**src/rtl/vga_frame_tx_if.sv**
```systemverilog
// Pixel-source and VGA-pin bundle for vga_frame_tx.
// master = the transmitter, slave = framebuffer RAM plus the monitor/DAC side.
interface vga_frame_tx_if;
  logic        PATTERN;
  logic [18:0] RD_ADDR;
  logic        RD_EN;
  logic [23:0] RD_DATA;
  logic        VGA_CLK;
  logic        VGA_HS;
  logic        VGA_VS;
  logic        VGA_BLANK_N;
  logic [7:0]  VGA_R;
  logic [7:0]  VGA_G;
  logic [7:0]  VGA_B;
  logic        FRAME_START;

  modport master (
    input  PATTERN, RD_DATA,
    output RD_ADDR, RD_EN, VGA_CLK, VGA_HS, VGA_VS, VGA_BLANK_N,
           VGA_R, VGA_G, VGA_B, FRAME_START
  );

  modport slave (
    output PATTERN, RD_DATA,
    input  RD_ADDR, RD_EN, VGA_CLK, VGA_HS, VGA_VS, VGA_BLANK_N,
           VGA_R, VGA_G, VGA_B, FRAME_START
  );
endinterface

```
**src/rtl/vga_frame_tx.sv**
```systemverilog
// VGA transmitter: stage-0 raster counters drive the framebuffer read,
// stage-1 registers sync/blank/bar colour so pins lag the counters by one clock.
module vga_frame_tx #(
  parameter int unsigned H_ACTIVE  = 640,
  parameter int unsigned H_FP      = 16,
  parameter int unsigned H_SYNC    = 96,
  parameter int unsigned H_BP      = 48,
  parameter int unsigned V_ACTIVE  = 480,
  parameter int unsigned V_FP      = 10,
  parameter int unsigned V_SYNC    = 2,
  parameter int unsigned V_BP      = 33,
  parameter int unsigned BOTTOM_UP = 1
) (
  input  logic           CLOCK_25,
  input  logic           RESET,
  vga_frame_tx_if.master bus
);

  localparam int unsigned HW       = 10;
  localparam int unsigned VW       = 10;
  localparam int unsigned AW       = 19;
  localparam int unsigned PW       = 24;
  localparam int unsigned CW       = 8;
  localparam int unsigned H_TOTAL  = H_ACTIVE + H_FP + H_SYNC + H_BP;
  localparam int unsigned V_TOTAL  = V_ACTIVE + V_FP + V_SYNC + V_BP;
  localparam int unsigned HS_START = H_ACTIVE + H_FP;
  localparam int unsigned HS_STOP  = HS_START + H_SYNC;
  localparam int unsigned VS_START = V_ACTIVE + V_FP;
  localparam int unsigned VS_STOP  = VS_START + V_SYNC;
  localparam int unsigned BAR_W    = H_ACTIVE / 8;

  // stage 0
  logic [HW-1:0] h;
  logic [VW-1:0] v;
  logic          active_c;
  logic          hs_c;
  logic          vs_c;
  logic          first_c;
  logic          rd_en_c;
  logic [VW-1:0] row_c;
  logic [AW-1:0] addr_c;
  logic [2:0]    bar_idx_c;
  logic [PW-1:0] bar_c;

  // stage 1
  logic          hs_q;
  logic          vs_q;
  logic          blank_n_q;
  logic          frame_start_q;
  logic          pattern_q;
  logic [PW-1:0] bar_q;
  logic [PW-1:0] pix_c;

  // Raster counters, origin at the first active pixel.
  always_ff @(posedge CLOCK_25) begin
    if (RESET) begin
      h <= '0;
      v <= '0;
    end else if (h == HW'(H_TOTAL - 1)) begin
      h <= '0;
      if (v == VW'(V_TOTAL - 1)) v <= '0;
      else                       v <= v + VW'(1);
    end else begin
      h <= h + HW'(1);
    end
  end

  always_comb begin
    active_c = (h < HW'(H_ACTIVE)) && (v < VW'(V_ACTIVE));
    hs_c     = (h >= HW'(HS_START)) && (h < HW'(HS_STOP));
    vs_c     = (v >= VW'(VS_START)) && (v < VW'(VS_STOP));
    first_c  = (h == '0) && (v == '0);
    row_c    = (BOTTOM_UP != 0) ? (VW'(V_ACTIVE - 1) - v) : v;
    // row*640 as two shifts; line pitch is fixed at 640 words
    addr_c   = (AW'(row_c) << 9) + (AW'(row_c) << 7) + AW'(h);
    rd_en_c  = active_c && !RESET;
  end

  // Colour bars: white, yellow, cyan, green, magenta, red, blue, black ({B,G,R}).
  always_comb begin
    bar_idx_c = 3'd7;
    bar_c     = '0;
    for (int i = 7; i >= 0; i--) begin
      if (h < HW'((i + 1) * BAR_W)) bar_idx_c = 3'(i);
    end
    case (bar_idx_c)
      3'd0:    bar_c = 24'hFF_FF_FF;
      3'd1:    bar_c = 24'h00_FF_FF;
      3'd2:    bar_c = 24'hFF_FF_00;
      3'd3:    bar_c = 24'h00_FF_00;
      3'd4:    bar_c = 24'hFF_00_FF;
      3'd5:    bar_c = 24'h00_00_FF;
      3'd6:    bar_c = 24'hFF_00_00;
      default: bar_c = 24'h00_00_00;
    endcase
  end

  always_ff @(posedge CLOCK_25) begin
    if (RESET) begin
      hs_q          <= 1'b1;
      vs_q          <= 1'b1;
      blank_n_q     <= 1'b0;
      frame_start_q <= 1'b0;
      pattern_q     <= 1'b0;
      bar_q         <= '0;
    end else begin
      hs_q          <= !hs_c;
      vs_q          <= !vs_c;
      blank_n_q     <= active_c;
      frame_start_q <= first_c;
      pattern_q     <= bus.PATTERN;
      bar_q         <= bar_c;
    end
  end

  // RAM word arrives in the same cycle as its stage-1 pixel, so it is muxed straight out.
  assign pix_c = pattern_q ? bar_q : bus.RD_DATA;

  assign bus.RD_EN       = rd_en_c;
  assign bus.RD_ADDR     = rd_en_c ? addr_c : '0;
  assign bus.VGA_CLK     = CLOCK_25;
  assign bus.VGA_HS      = hs_q;
  assign bus.VGA_VS      = vs_q;
  assign bus.VGA_BLANK_N = blank_n_q;
  assign bus.FRAME_START = frame_start_q;
  assign bus.VGA_R       = blank_n_q ? pix_c[CW-1:0]    : '0;
  assign bus.VGA_G       = blank_n_q ? pix_c[2*CW-1:CW] : '0;
  assign bus.VGA_B       = blank_n_q ? pix_c[PW-1:2*CW] : '0;

endmodule

```
**src/flat_wrapper.sv**
```systemverilog
// flat-port wrapper written by rule: the top's interface ports become plain ports
module vga_frame_tx_flat 
#(
  parameter int unsigned H_ACTIVE  = 640,
  parameter int unsigned H_FP      = 16,
  parameter int unsigned H_SYNC    = 96,
  parameter int unsigned H_BP      = 48,
  parameter int unsigned V_ACTIVE  = 480,
  parameter int unsigned V_FP      = 10,
  parameter int unsigned V_SYNC    = 2,
  parameter int unsigned V_BP      = 33,
  parameter int unsigned BOTTOM_UP = 1
)
  (CLOCK_25, RESET, bus_PATTERN, bus_RD_DATA, bus_RD_ADDR, bus_RD_EN, bus_VGA_CLK, bus_VGA_HS, bus_VGA_VS, bus_VGA_BLANK_N, bus_VGA_R, bus_VGA_G, bus_VGA_B, bus_FRAME_START);
  vga_frame_tx_if bus_i ();
  input  logic CLOCK_25;
  input  logic RESET;
  input wire logic [$bits(bus_i.PATTERN)-1:0] bus_PATTERN;
  input wire logic [$bits(bus_i.RD_DATA)-1:0] bus_RD_DATA;
  output wire logic [$bits(bus_i.RD_ADDR)-1:0] bus_RD_ADDR;
  output wire logic [$bits(bus_i.RD_EN)-1:0] bus_RD_EN;
  output wire logic [$bits(bus_i.VGA_CLK)-1:0] bus_VGA_CLK;
  output wire logic [$bits(bus_i.VGA_HS)-1:0] bus_VGA_HS;
  output wire logic [$bits(bus_i.VGA_VS)-1:0] bus_VGA_VS;
  output wire logic [$bits(bus_i.VGA_BLANK_N)-1:0] bus_VGA_BLANK_N;
  output wire logic [$bits(bus_i.VGA_R)-1:0] bus_VGA_R;
  output wire logic [$bits(bus_i.VGA_G)-1:0] bus_VGA_G;
  output wire logic [$bits(bus_i.VGA_B)-1:0] bus_VGA_B;
  output wire logic [$bits(bus_i.FRAME_START)-1:0] bus_FRAME_START;
  assign bus_i.PATTERN = bus_PATTERN;
  assign bus_i.RD_DATA = bus_RD_DATA;
  assign bus_RD_ADDR = bus_i.RD_ADDR;
  assign bus_RD_EN = bus_i.RD_EN;
  assign bus_VGA_CLK = bus_i.VGA_CLK;
  assign bus_VGA_HS = bus_i.VGA_HS;
  assign bus_VGA_VS = bus_i.VGA_VS;
  assign bus_VGA_BLANK_N = bus_i.VGA_BLANK_N;
  assign bus_VGA_R = bus_i.VGA_R;
  assign bus_VGA_G = bus_i.VGA_G;
  assign bus_VGA_B = bus_i.VGA_B;
  assign bus_FRAME_START = bus_i.FRAME_START;
  vga_frame_tx #(.H_ACTIVE(H_ACTIVE), .H_FP(H_FP), .H_SYNC(H_SYNC), .H_BP(H_BP), .V_ACTIVE(V_ACTIVE), .V_FP(V_FP), .V_SYNC(V_SYNC), .V_BP(V_BP), .BOTTOM_UP(BOTTOM_UP)) u_core (.CLOCK_25(CLOCK_25), .RESET(RESET), .bus(bus_i));
endmodule
```
**config.mk**
```make
export PLATFORM = sky130hd
export DESIGN_NAME = vga_frame_tx_flat
export DESIGN_NICKNAME = d
export VERILOG_FILES = /design/src/rtl/vga_frame_tx_if.sv /design/src/rtl/vga_frame_tx.sv /design/src/flat_wrapper.sv
export SDC_FILE = /design/constraint.sdc
export NUM_CORES = 1
export LEC_CHECK = 0
export ABC_AREA = 1
export ABC_CLOCK_PERIOD_IN_PS = 3200
export BUFFER_PORTS_ARGS = -buffer_cell sky130_fd_sc_hd__buf_4
export CORE_MARGIN = 2
export CORE_UTILIZATION = 40
export DETAILED_ROUTE_END_ITERATION = 8
export PLACE_DENSITY_LB_ADDON = 0.25
export SYNTH_ARGS = -nofsm -noshare
export SYNTH_HDL_FRONTEND = slang
export SYNTH_SLANG_ARGS = --single-unit
```
**constraint.sdc**
```tcl
create_clock -name CLOCK_25 -period 3.2 [get_ports CLOCK_25]
set_clock_uncertainty 0.05 [all_clocks]
set_input_delay 0.16 -clock CLOCK_25 [delete_from_list [all_inputs] [get_ports CLOCK_25]]
set_output_delay 0.16 -clock CLOCK_25 [all_outputs]
set_load 0.01 [all_outputs]
```
==> reports/results.txt <==
Crit-path max FO -> 8
Max Freq -> 333 MHz
Area share of the largest cell type after synthesis -> 0.225
Final Hold Slack -> 0.0126 ns
# IOs -> 76
Uppermost routed layer -> met4
Clock Latency Late Sink -> 0.37 ns
Relative slew slack -> 0.566
RSZ-0062 raised after global routing -> no
CP peak stage delay -> 0.57 ns
DR pass1 iterations -> 4
Total GRT Usage -> 0.182
Drt drc -> 0
Critical Path Sink Type -> primary output
Final wirelength -> 6480 µm
Status -> completed
Metal2 WL -> 3070 µm
Antenna-violating nets left -> 0
Crit path top cell by count -> inv_1
ANT cells -> 0
Clk slew on worst S/H paths -> 0.09 ns
Final core occ -> 0.537
Largest area contributor in the netlist -> dfxtp_1
Synthesized netlist cell count -> 400
Syn_nets -> 453
Core area -> 5990 µm²
Setup TNS -> 0 ns
Final std cells w/o fill -> 547
Synth cell types -> 36
Row cnt -> 28
Top delay family on crit path -> adder cells
Tightest Pin Transition -> 0.650 ns
Die Y -> 83.0 µm
CP Buf/Inv Count -> 4
Initial antenna violation count -> 0
Total congestion overflow -> 0
CP Cell Sequence -> inv_1 > fa_1 > inv_1 > fa_1 > inv_1 > nand3_1 > nand2_1 > nand3_1 > a21oi_1 > nor2_1 > buf_4
WL met1 -> 2940 µm
Max VDD drop -> 0.247 mV
Max cap viols -> 0
Ys flop type -> dfxtp_1
Final setup fails -> 0
Leading cell type in the layout, fill and taps excluded -> nand2_1
Total Power -> 0.844 mW
CP max-delay cell -> fa_1
Initial Util -> 0.417
Via density -> 5.08
Inst Count DP -> 539
Die W -> 83.0 µm
Synthesized area -> 2500 µm²
Area grow syn2layout -> 29.0%
Yosys reg bits -> 28
WL/cell -> 11.8 µm
Setup CP Type -> reg -> out
Layout cells sized above 1 -> 0.216
Worst endpoint required time -> 2.99 ns
Hold WC Path Type -> in -> reg
Routed vias -> 2777
TritonCTS clock tree -> built
Wire length on met3 -> 421 µm
Seq/Total Area, Yosys -> 0.225
Post-synth EDFFs -> 0
Detail Placement HPWL -> 5110 µm
Power per Cell Area -> 262 nW/µm²
Yosys Warn Count -> 0
CP startpoint kind -> flop
Most frequent cells in the layout -> 89 x nand2_1, 75 x buf_4, 62 x inv_1
Worst Path Arrival -> 2.79 ns
Pins Over Slew Limit -> 0
Fin crit share -> 0.938
Initial DRC Count -> 169
Total Nets Final -> 526
Global-route wire length before repair -> 10800 µm
Synth area leaders -> dfxtp_1 22%, nand2_1 13%, ha_1 12%
Vias in the first global route -> 2469
Largest net degree at the start of global routing -> 25
Static Leak -> 1.61 nW
Final min period -> 3.00 ns
Die Area -> 6890 µm²
Syn_area_per_cell -> 6.24 µm²
Asr flop ratio synth -> 0
Gp weighted congestion -> 0.890
Port bufs -> 75
Number of hold violations in the final report -> 0
-- where the power goes --
group	leakage [nW]	internal (mW)	total, mW	switching, mW
combinational	1.32	0.0743	0.148	0.0735
clock	0.0551	0.205	0.337	0.133
sequential	0.231	0.354	0.359	0.00457
-- cell families after synthesis --
group / count (synthesis) / share of synthesized area
AND/OR/NAND/NOR: 187 / 0.326
AO/OA/AOI/OAI: 75 / 0.163
flip-flops: 28 / 0.225
buffers and inverters: 75 / 0.118
adder cells (fa/ha/maj): 26 / 0.136
XOR/XNOR: 9 / 0.0316
-- Yosys cell counts (3+ instances only) --
library cell	number
a21oi_1	50
buf_2	4
clkbuf_1	3
dfxtp_1	28
ha_1	24
inv_1	62
nand2_1	89
nand3_1	20
nand4_1	9
nor2_1	54
o21ai_0	15
xor2_1	8
-- routing by layer --
metal,track usage,vias to the layer above
li1,-,1431
met5,0,-
met3,0.0408,4
met4,0.0298,0
met2,0.312,81
met1,0.239,1261
-- flip-flops by register name (all words and copies together), names as in the netlist --
signal	count
u_core.pattern_q	1
u_core.bar_q	3
u_core.v	10
u_core.bus.VGA_VS	1
u_core.bus.FRAME_START	1
u_core.h	10
u_core.bus.VGA_HS	1
u_core.bus.VGA_BLANK_N	1
-- through the flow --
stage          instance area [µm²]  worst slack, ns
2_1_floorplan                 2500            0.741
3_3_place_gp                  3100            0.504
6_report                      3220            0.199
3_5_place_dp                  3100            0.455
4_1_cts                       3210           0.0298
5_1_grt                       3220        0.0000777
-- repair_timing --
| item | in CTS | in global routing |
|---|---|---|
| setup buffers | 0 | 0 |
| hold buffers | 1 | 0 |
| endpoints found under the hold margin | 1 | 0 |
| endpoints found under the setup margin | 0 | 7 |
| gates resized for setup | 0 | 8 |
-- area by class of cell --
| cell class | count | area, µm² |
|---|---|---|
| clock buffer | 8 | 104 |
| fill | 617 | 2770 |
| inverter | 64 | 240 |
| multi-input combinational | 297 | 1640 |
| sequential | 28 | 572 |
| tap | 75 | 93.8 |
| timing repair buffer | 75 | 566 |
-- final timing paths --
path                    start               to  slack [ns]  depth (start not counted)
setup / recovery  u_core.v[0]  bus_RD_ADDR[16]        0.20                         11
hold / removal          RESET      u_core.v[7]        0.01                          2
setup reg to reg  u_core.h[0]      u_core.v[6]        1.56                          8
hold reg to reg   u_core.h[0]      u_core.h[0]        0.44                          1
Power figures use the tool's default switching activity.
